## src/rtl/adder_pkg.sv

```systemverilog
// Shared configuration helpers for the chunked pipelined adder.
// Legality of the WIDTH/CHUNK split and the resulting stage count live here.
package adder_pkg;

  localparam int DEF_WIDTH = 16;
  localparam int DEF_CHUNK = 4;

  function automatic bit cfg_legal(input int width, input int chunk);
    return (chunk > 0) && (width >= chunk) && ((width % chunk) == 0);
  endfunction

  function automatic int calc_stages(input int width, input int chunk);
    return width / chunk;
  endfunction

endpackage

```

## src/rtl/adder_stage.sv

```systemverilog
// CHUNK-bit adder slice with registered sum and carry; one cycle of latency.
// Registers hold their value whenever en_i is low, so a stalled pipeline freezes in place.
module adder_stage
  import adder_pkg::*;
#(
  parameter int CHUNK = DEF_CHUNK
) (
  input  logic             clk_i,
  input  logic             rst_i,
  input  logic             en_i,
  input  logic [CHUNK-1:0] a_i,
  input  logic [CHUNK-1:0] b_i,
  input  logic             c_i,
  output logic [CHUNK-1:0] s_o,
  output logic             c_o
);

  logic [CHUNK-1:0] s_q, s_d;
  logic             c_q, c_d;

  always_comb begin
    {c_d, s_d} = {1'b0, a_i} + {1'b0, b_i} + {{CHUNK{1'b0}}, c_i};
  end

  always_ff @(posedge clk_i) begin
    if (rst_i) begin
      s_q <= '0;
      c_q <= 1'b0;
    end else if (en_i) begin
      s_q <= s_d;
      c_q <= c_d;
    end
  end

  assign s_o = s_q;
  assign c_o = c_q;

endmodule

```

## src/rtl/pipe_adder.sv

```systemverilog
// Carry-pipelined add/subtract, CHUNK bits per stage; latency WIDTH/CHUNK cycles, one result per cycle.
// Whole pipeline advances together when the output slot is free or being taken; otherwise every stage holds.
module pipe_adder
  import adder_pkg::*;
#(
  parameter int WIDTH = DEF_WIDTH,
  parameter int CHUNK = DEF_CHUNK
) (
  input  logic             clk,
  input  logic             rst,
  input  logic             in_valid,
  output logic             in_ready,
  input  logic [WIDTH-1:0] a,
  input  logic [WIDTH-1:0] b,
  input  logic             c_in,
  input  logic             sub,
  output logic             out_valid,
  input  logic             out_ready,
  output logic [WIDTH-1:0] s,
  output logic             c_out,
  output logic             ovf
);

  localparam int STAGES = calc_stages(WIDTH, CHUNK);

  if (!cfg_legal(WIDTH, CHUNK)) begin : g_bad_cfg
    $error("pipe_adder: WIDTH must be a non-zero multiple of CHUNK");
  end

  logic             adv;
  logic [WIDTH-1:0] b_eff;
  logic             cin_eff;
  logic [STAGES-1:0] vld_q, vld_d;
  logic             a_msb_q, b_msb_q;

  assign adv      = ~rst & (out_ready | ~out_valid);
  assign in_ready = adv;
  assign b_eff    = sub ? ~b : b;
  assign cin_eff  = sub | c_in;

  always_comb begin
    vld_d    = vld_q;
    vld_d[0] = in_valid;
    for (int k = 1; k < STAGES; k++) begin
      vld_d[k] = vld_q[k-1];
    end
  end

  always_ff @(posedge clk) begin
    if (rst) begin
      vld_q <= '0;
    end else if (adv) begin
      vld_q <= vld_d;
    end
  end

  for (genvar k = 0; k < STAGES; k++) begin : g_st
    // Operand bits from chunk k upward still waiting to be added.
    localparam int IW = WIDTH - CHUNK * k;

    logic [IW-1:0]          a_in, b_in;
    logic                   c_in_k;
    logic [CHUNK-1:0]       sum_k;
    logic                   c_out_k;
    logic [CHUNK*(k+1)-1:0] res_w;

    if (k == 0) begin : g_head
      assign a_in   = a;
      assign b_in   = b_eff;
      assign c_in_k = cin_eff;
      assign res_w  = sum_k;
    end else begin : g_body
      logic [CHUNK*k-1:0] lo_q;

      always_ff @(posedge clk) begin
        if (rst) begin
          lo_q <= '0;
        end else if (adv) begin
          lo_q <= g_st[k-1].res_w;
        end
      end

      assign a_in   = g_st[k-1].g_hi.a_hi_q;
      assign b_in   = g_st[k-1].g_hi.b_hi_q;
      assign c_in_k = g_st[k-1].c_out_k;
      assign res_w  = {sum_k, lo_q};
    end

    if (k < STAGES - 1) begin : g_hi
      logic [IW-CHUNK-1:0] a_hi_q, b_hi_q;

      always_ff @(posedge clk) begin
        if (rst) begin
          a_hi_q <= '0;
          b_hi_q <= '0;
        end else if (adv) begin
          a_hi_q <= a_in[IW-1:CHUNK];
          b_hi_q <= b_in[IW-1:CHUNK];
        end
      end
    end

    adder_stage #(.CHUNK(CHUNK)) u_stage (
      .clk_i (clk),
      .rst_i (rst),
      .en_i  (adv),
      .a_i   (a_in[CHUNK-1:0]),
      .b_i   (b_in[CHUNK-1:0]),
      .c_i   (c_in_k),
      .s_o   (sum_k),
      .c_o   (c_out_k)
    );
  end

  // Operand sign bits captured alongside the top chunk's sum for overflow detection.
  always_ff @(posedge clk) begin
    if (rst) begin
      a_msb_q <= 1'b0;
      b_msb_q <= 1'b0;
    end else if (adv) begin
      a_msb_q <= g_st[STAGES-1].a_in[CHUNK-1];
      b_msb_q <= g_st[STAGES-1].b_in[CHUNK-1];
    end
  end

  assign out_valid = vld_q[STAGES-1];
  assign s         = g_st[STAGES-1].res_w;
  assign c_out     = g_st[STAGES-1].c_out_k;
  assign ovf       = (a_msb_q == b_msb_q) & (s[WIDTH-1] != a_msb_q);

endmodule

```

## config.mk

```make
export PLATFORM = sky130hd
export DESIGN_NAME = pipe_adder
export DESIGN_NICKNAME = d
export VERILOG_FILES = /design/src/rtl/adder_pkg.sv /design/src/rtl/adder_stage.sv /design/src/rtl/pipe_adder.sv
export SDC_FILE = /design/constraint.sdc
export NUM_CORES = 1
export LEC_CHECK = 0
export BUFFER_PORTS_ARGS = -buffer_cell sky130_fd_sc_hd__buf_2
export CORE_MARGIN = 1
export CORE_UTILIZATION = 45
export DETAILED_ROUTE_END_ITERATION = 10
export GPL_TIMING_DRIVEN = 0
export SLEW_MARGIN = 30
export SYNTH_ARGS = -nofsm -noshare
export SYNTH_HDL_FRONTEND = slang
export SYNTH_SLANG_ARGS = --single-unit
```

## constraint.sdc

```tcl
create_clock -name clk -period 7.4 [get_ports clk]
set_clock_uncertainty 0.1 [all_clocks]
set_input_delay 1.48 -clock clk [delete_from_list [all_inputs] [get_ports clk]]
set_output_delay 1.48 -clock clk [all_outputs]
set_load 0.03 [all_outputs]
```

* Word level (Yosys, flattened, before mapping) *
Index checks and enable logic that the tools add are counted.

operators by class
  add/subtract/negate cells = 8
  muxes and demuxes = 1
  equality and inequality tests = 2
  bitwise gates (word level) = 7

operator list
  kind                                    count
  4-bit by 4-bit adder with 5-bit output  4
  5-bit by 1-bit adder with 5-bit output  4
  16-bit 2-to-1 mux                       1
  16-bit inverter                         1
  1-bit bitwise AND                       2
  1-bit inverter                          2
  1-bit OR                                2
  1-bit equality test                     1
  1-bit inequality test                   1

storage, ports and cells
  input bits = 38
  flip-flop bits (word level) = 98
  logic and storage cells = 38

* Depth between registers and ports, before layout *
Gate-level depths: netlist of the first run.

  depth in word-level cells = 4
  gate-level depth with buffers = 8
  gate-level depth less buffers = 6

* Modules after synthesis *
A second synthesis of the first run with hierarchy kept.

second synthesis, totals
  cell total of the unflattened synthesis = 483
  area total of the unflattened synthesis = 4264.1 um2

by module, submodules not included
  module                              times used  area each (um2)  cells each  sequential area each (um2)
  pipe_adder                          1           2941.6           351         1561.5
  adder_stage at g_st[0].u_stage ...  3           329.1            33          100.1
  adder_stage at g_st[3].u_stage      1           335.3            33          100.1

* Least setup slack after synthesis of the first run *
No wires, ideal clock.

  kind = input port to output port
  from = input rst
  to = output in_ready
  arrival time = 2.387 ns
  path slack = 3.433 ns
  path buffers = 3
  stages on the path = 4
  path through = buf_2 -> buf_2 -> clkbuf_1 -> nor2_1

on the way
  cells in the longest elaborated chain, start to end = 2

RTL lines
  what                line              RTL
  start: declaration  pipe_adder.sv:10  input logic rst,
  1-bit inverter      pipe_adder.sv:36  assign adv = ~rst & (out_ready | ~out_valid);
  1-bit bitwise AND   pipe_adder.sv:36
  end: declaration    pipe_adder.sv:12  output logic in_ready,

Every way passes these cells.

* Worst setup path after layout of the first run *
Same ends and word-level chain as after synthesis.

==> results of run 1 <==
[synthesized netlist by cell type, drive strengths merged (4+ instances only)]
cell type | n | area share
a21oi | 76 | 0.089
a2111o | 4 | 0.011
a21o | 5 | 0.0088
o211ai | 4 | 0.0071
nand2 | 147 | 0.13
dfxtp | 98 | 0.46
buf | 29 | 0.047
a211oi | 20 | 0.054
nand2b | 4 | 0.0077
nand3b | 6 | 0.011
clkbuf | 7 | 0.0062
nor2 | 26 | 0.023
xor2 | 5 | 0.010
fa | 8 | 0.038
xnor2 | 15 | 0.031
ha | 12 | 0.035
inv | 8 | 0.0071
[metal layers]
metal  global-route usage  vias up  part of all wire
met5                    0        -                 0
met4               0.0633        0            0.0088
met3               0.0267        6             0.026
met2                0.372       56              0.46
met1                0.296     1535              0.50
li1                     -     1738                 -
[final timing paths]
kind         slack [ns]                    from                endpoint
max                3.16                     rst                in_ready
min                0.35  g_st[3].g_body.lo_q[5]  g_st[3].g_body.lo_q[5]
max reg2reg        5.43     g_st[2].u_stage.c_o     g_st[3].u_stage.c_o
min reg2reg        0.35  g_st[3].g_body.lo_q[5]  g_st[3].g_body.lo_q[5]
[registers in the layout (all words and copies together) (netlist names)]
name	cells
g_st.u_stage.c_o	4
g_st.g_body.lo_q	24
a_msb_q	1
vld_q	4
g_st.u_stage.s_o	16
g_st.g_hi.a_hi_q	24
b_msb_q	1
g_st.g_hi.b_hi_q	24
[tightest hold or removal path, stage by stage (launching register included)]
cell and delay (ns):
dfxtp_1 0.31, nand2_1 0.05, a21oi_1 0.05
[logic make-up (layout without fill, tap and decap cells)]
kind of cell	Yosys count	after routing	synth area share
and+or+nand+nor	192	192	0.188
DFF	98	98	0.462
adders and majority gates	20	20	0.0730
AOI/OAI and AO/OA	113	113	0.176
xor gates and xnor gates	20	20	0.0412
buffers and inverters	44	115	0.0606
[power by group through the flow]
stage | clock (uW) | combinational, uW | sequential, uW
after floorplan | 0 | 87.6 | 595
final | 385 | 133 | 581
after CTS | 394 | 134 | 581
after global placement | 0 | 130 | 593
after global routing | 414 | 150 | 585
after detailed placement | 0 | 133 | 594
[stage by stage]
step / total power (uW) / std cells
detailed placement: 727 / 653
finish: 1100 / 669
CTS: 1110 / 669
global placement: 723 / 653
global route: 1150 / 669
floorplan: 683 / 487
[final cells by class]
class | count | area (um2) | share of cell area
multi-input cells | 345 | 2030 | 0.415
plain buffers | 36 | 228 | 0.0466
well taps | 111 | 139 | 0.0284
inverters | 8 | 30.0 | 0.00614
flip-flops and latches | 98 | 1960 | 0.401
clock inverters | 5 | 85.1 | 0.0174
clock buffers | 11 | 141 | 0.0289
repair buffers | 55 | 275 | 0.0563
==> results.cfg, run 1 <==
[die]
std_cell_rows = 35
initial_core_util = 0.462
io_pins = 58
die_h_um = 99.2
die_area_um2 = 9840
coreArea_um2 = 9200
die_w_um = 99.2

[power]
power_frac_comb = 0.121
p_seq_frac = 0.529
p_sw_frac = 0.252
clkPwrFrac = 0.350
power.leakage_uw = 0.00204
p_per_area_nw_per_um2 = 225
intPower_uw = 822
power_switching_uw = 278
peakVddDrop_v = 0.000118

[critical_path]
worst_path_max_delay_cell = clkbuf_1
critPathTopFamily = buffers and inverters
arrival_ns = 2.66
max_stage_delay_ns = 0.44
critPathLaunchType = input pin
cp_num_buf_inv = 4
reg2reg_depth = 5
cp.required_ns = 5.82
worstPathCellList = buf_2, buf_2, clkbuf_1, nor2_1, buf_2
critPathKind = input pin to output port
path_depth = 5
crit_path_end_kind = output port
path_common_cell = buf_2
cp_max_fo = 10

[global_route]
antenna_found_initial = 0
grt.overflow.total = 0
grt_max_degree = 17
grt_pass1_wl_mm = 16.8
grt_usage = 0.220
grt_pass1_vias = 3393

[cts]
cts.htree.levels = 3
cts_setup_buffers = 0
cts_tree = done
clock_path_buffers = 2
cts_resized = 0
postCtsHoldBufs = 0
clk-insertion-delay-late_ns = 0.36
cts-buffers-inserted = 9
cts_root_buf = clkbuf_8
clock_sinks = 98
clk_pin_slew_ns = 0.08

[cells_and_area]
drive_gt1_frac = 0.215
area_delta_synth_final_pct = 15.1
num_antenna_cells = 0
finish.instance_area_um2 = 4890
nFillCells = 908
final_common_cell = nand2_1
finalNetCount = 611
final_cell_mix = nand2_1 (147), dfxtp_1 (98), a21oi_1 (76), buf_2 (72), nor2_1 (26)
utilization = 0.532

[detailed_routing]
wl_per_cell_um = 14.7
drc = 0
drt_iter0_drc = 121
vias = 3335
postRouteAntennaNets = 0
wirelength_mm = 9.85
viasPerCell = 4.99
drt_first_pass_iters = 5

[timing]
finalSetupViolations = 0
fmax_mhz = 236
rsz0062_at_grt = false
final-hold-violation-count = 0
finalWorstSetupSlack_ns = 3.16
layout_min_cycle_time_ns = 4.24
relSlewSlack = 0.648
slew_violations = 0
hold-worst-slack_ns = 0.350
worst_pin_slew_ns = 0.528
setup_tns_ns = 0
post-route-period-util = 0.572

[yosys]
syn-num-nets = 545
syn_area_per_cell_um2 = 8.73
ys_seq_area_frac = 0.462
synth_cells = 487
synth_edf_count = 0
synth_area_um2 = 4250
ys_warn_count = 0
synth-seq-cells = 98
synthArstFlopShare = 0
synth-main-ff-cell = dfxtp_1
synthDistinctLibCells = 29

[placement]
place_hpwl_mm = 7.36
pre_cts_slack_ns = 3.14
io_buffers = 55
placed_area_um2 = 4660
gp_congestion = 0.806

[hold_path]
holdPathStages = 2
min_path_type = flop to flop

[status]
status = completed

[job]
drv_cap = 0
Note: power is estimated with default switching activity, not from simulation.
==> run 2: changes to the inputs <==
- ABC_AREA: not set -> 1
- PLACE_DENSITY: not set -> 0.65
- clock period: 7.4 -> 4.2 ns (I/O delays scaled with it)
==> results.cfg, run 2 <==
[critical_path]
regToRegStartpoint = g_st[1].u_stage.c_o
critPathKind = input pin to output port
cp_max_fo = 10
crit_path_end_kind = output port
crit_end = in_ready
r2r_end = g_st[2].u_stage.c_o
arrival_ns = 1.87
reg2reg_depth = 6
reg2reg_slack_ns = 2.38
startpoint = rst
cp.required_ns = 3.26
critPathLaunchType = input pin

[yosys]
synth_cells = 487
yosysMostFrequentCell = dfxtp_1
synth_edf_count = 0
synthDistinctLibCells = 23
ys_warn_count = 0
syn-num-nets = 545
synth-main-ff-cell = dfxtp_1
yosys-top-cells-count = dfxtp_1 (98), nand2_1 (79), a21oi_1 (73)
syn_area_per_cell_um2 = 8.46
yosysTopAreaCell = dfxtp_1
synthDominantCellAreaShare = 0.476
synthArstFlopShare = 0
yosys-top-cells-area = dfxtp_1 (48%), a21oi_1 (8.9%), nand2_1 (7.2%), o21ai_0 (5.6%), fa_1 (3.9%)
ys_seq_area_frac = 0.476
synth-seq-cells = 98
synth_area_um2 = 4120

[cells_and_area]
utilization = 0.540
largestRegisters = g_st.g_hi.a_hi_q (24), g_st.g_hi.b_hi_q (24), g_st.g_body.lo_q (24)
final_common_cell = dfxtp_1
finalNetCount = 612
area_delta_synth_final_pct = 15.4
final_cell_mix = dfxtp_1 (98), nand2_1 (79), buf_2 (77), a21oi_1 (73), o21ai_0 (46)
drive_gt1_frac = 0.209
num_antenna_cells = 0

[cts]
cts-buffers-inserted = 9
postCtsHoldBufs = 0
clock_path_buffers = 2
cts_tree = done
clk-insertion-delay-late_ns = 0.36
clk_pin_slew_ns = 0.09
cts_resized = 0
clock_sinks = 98
cts.htree.levels = 3
cts_setup_buffers = 0
cts_root_buf = clkbuf_8

[detailed_routing]
drc = 4
wirelength_mm = 10.3
wl_per_cell_um = 15.4
viasPerCell = 5.20
drt_iter0_drc = 148
vias = 3467
postRouteAntennaNets = 0
drt_first_pass_iters = 8

[hold_path]
min_path_type = flop to flop

[status]
status = complete, but fails checks
violations = design-rule violations

[timing]
fmax_mhz = 356
rsz0062_at_grt = false
final-hold-violation-count = 0
setup_tns_ns = 0
post-route-period-util = 0.670
slew_violations = 0
relSlewSlack = 0.527
hold-worst-slack_ns = 0.365
layout_min_cycle_time_ns = 2.81
finalSetupViolations = 0
worst_pin_slew_ns = 0.710

[placement]
place_hpwl_mm = 7.31
gp_congestion = 0.824
io_buffers = 56

[global_route]
grt_pass1_wl_mm = 16.4
grt_pass1_vias = 3242
grt_max_degree = 17
grt.overflow.total = 0
grt_usage = 0.225
antenna_found_initial = 0

[die]
die_h_um = 97.7
std_cell_rows = 34
die_area_um2 = 9550
initial_core_util = 0.468
io_pins = 58
coreArea_um2 = 8810
die_w_um = 97.7

[power]
peakVddDrop_v = 0.000173
power.leakage_uw = 0.00215
p_per_area_nw_per_um2 = 415

[job]
drv_cap = 0
run 2: changes by cell type after synthesis, moves of 4 or more:
cell,previous run,this run
a2111o_1,4,0
a211oi_2,16,11
a21o_1,5,0
buf_2,17,21
buf_4,7,3
inv_1,8,35
nand2_1,147,79
nand3_1,0,16
nand3b_1,6,0
nor2_1,26,42
o211ai_1,4,0
o21ai_0,3,46
o21ai_1,0,4
run 2: kinds of logic after synthesis:
group	synth area share
AO/OA/AOI/OAI	0.193
XOR/XNOR	0.0404
adder cells (fa/ha/maj)	0.0753
buffers and inverters	0.0765
flip-flops	0.476
AND/OR/NAND/NOR	0.138
run 2: worst min-delay path by stage:
stage          slack, ns                     end               startpoint  depth (start not counted)
6_report            0.36  g_st[1].g_hi.b_hi_q[7]   g_st[1].g_hi.b_hi_q[7]                          2
5_1_grt             0.38  g_st[2].g_body.lo_q[7]   g_st[2].g_body.lo_q[7]                          2
4_1_cts             0.36  g_st[1].g_hi.b_hi_q[7]  g_st[0].g_hi.b_hi_q[11]                          2
3_5_place_dp        0.35                vld_q[2]                 vld_q[2]                          2
3_3_place_gp        0.34                vld_q[2]                 vld_q[2]                          2
2_1_floorplan       0.33  g_st[2].g_body.lo_q[7]   g_st[2].g_body.lo_q[7]                          2
run 2: per-stage QoR:
step	cell area, um2	setup slack, ns	power, uW	cells
floorplan	4120	1.50	1240	487
global placement	4540	1.36	1320	651
detailed placement	4540	1.34	1330	651
CTS	4750	1.41	1980	667
global route	4750	1.34	2060	667
finish	4750	1.39	1970	667
run 2: power by group:
part | leakage [uW] | switching [uW] | internal (uW)
clock network | 0.000105 | 332 | 334
registers | 0.000808 | 36.0 | 1000
logic | 0.00124 | 162 | 107
run 2: layer usage:
layer,vias to the layer above,share of wire,global-route usage
li1,1726,-,-
met1,1611,0.45,0.305
met2,112,0.47,0.361
met3,18,0.064,0.0388
met4,0,0.020,0.0874
met5,-,0,0
run 2: layout make-up:
| type | instances | area [um2] |
|---|---|---|
| Inverter | 37 | 139 |
| Clock buffer | 9 | 124 |
| Timing Repair Buffer | 56 | 280 |
| Sequential cell | 98 | 1960 |
| Multi-Input combinational cell | 321 | 1840 |
| Buffer | 31 | 176 |
| Tap cell | 108 | 135 |
| Fill cell | 854 | 4050 |
| Clock inverter | 7 | 93.8 |
run 2: critical path: stages:
cell and delay (ns):
buf_2 0.11, inv_1 0.17, nand2_2 0.16, inv_2 0.14, buf_4 0.22, buf_2 0.22
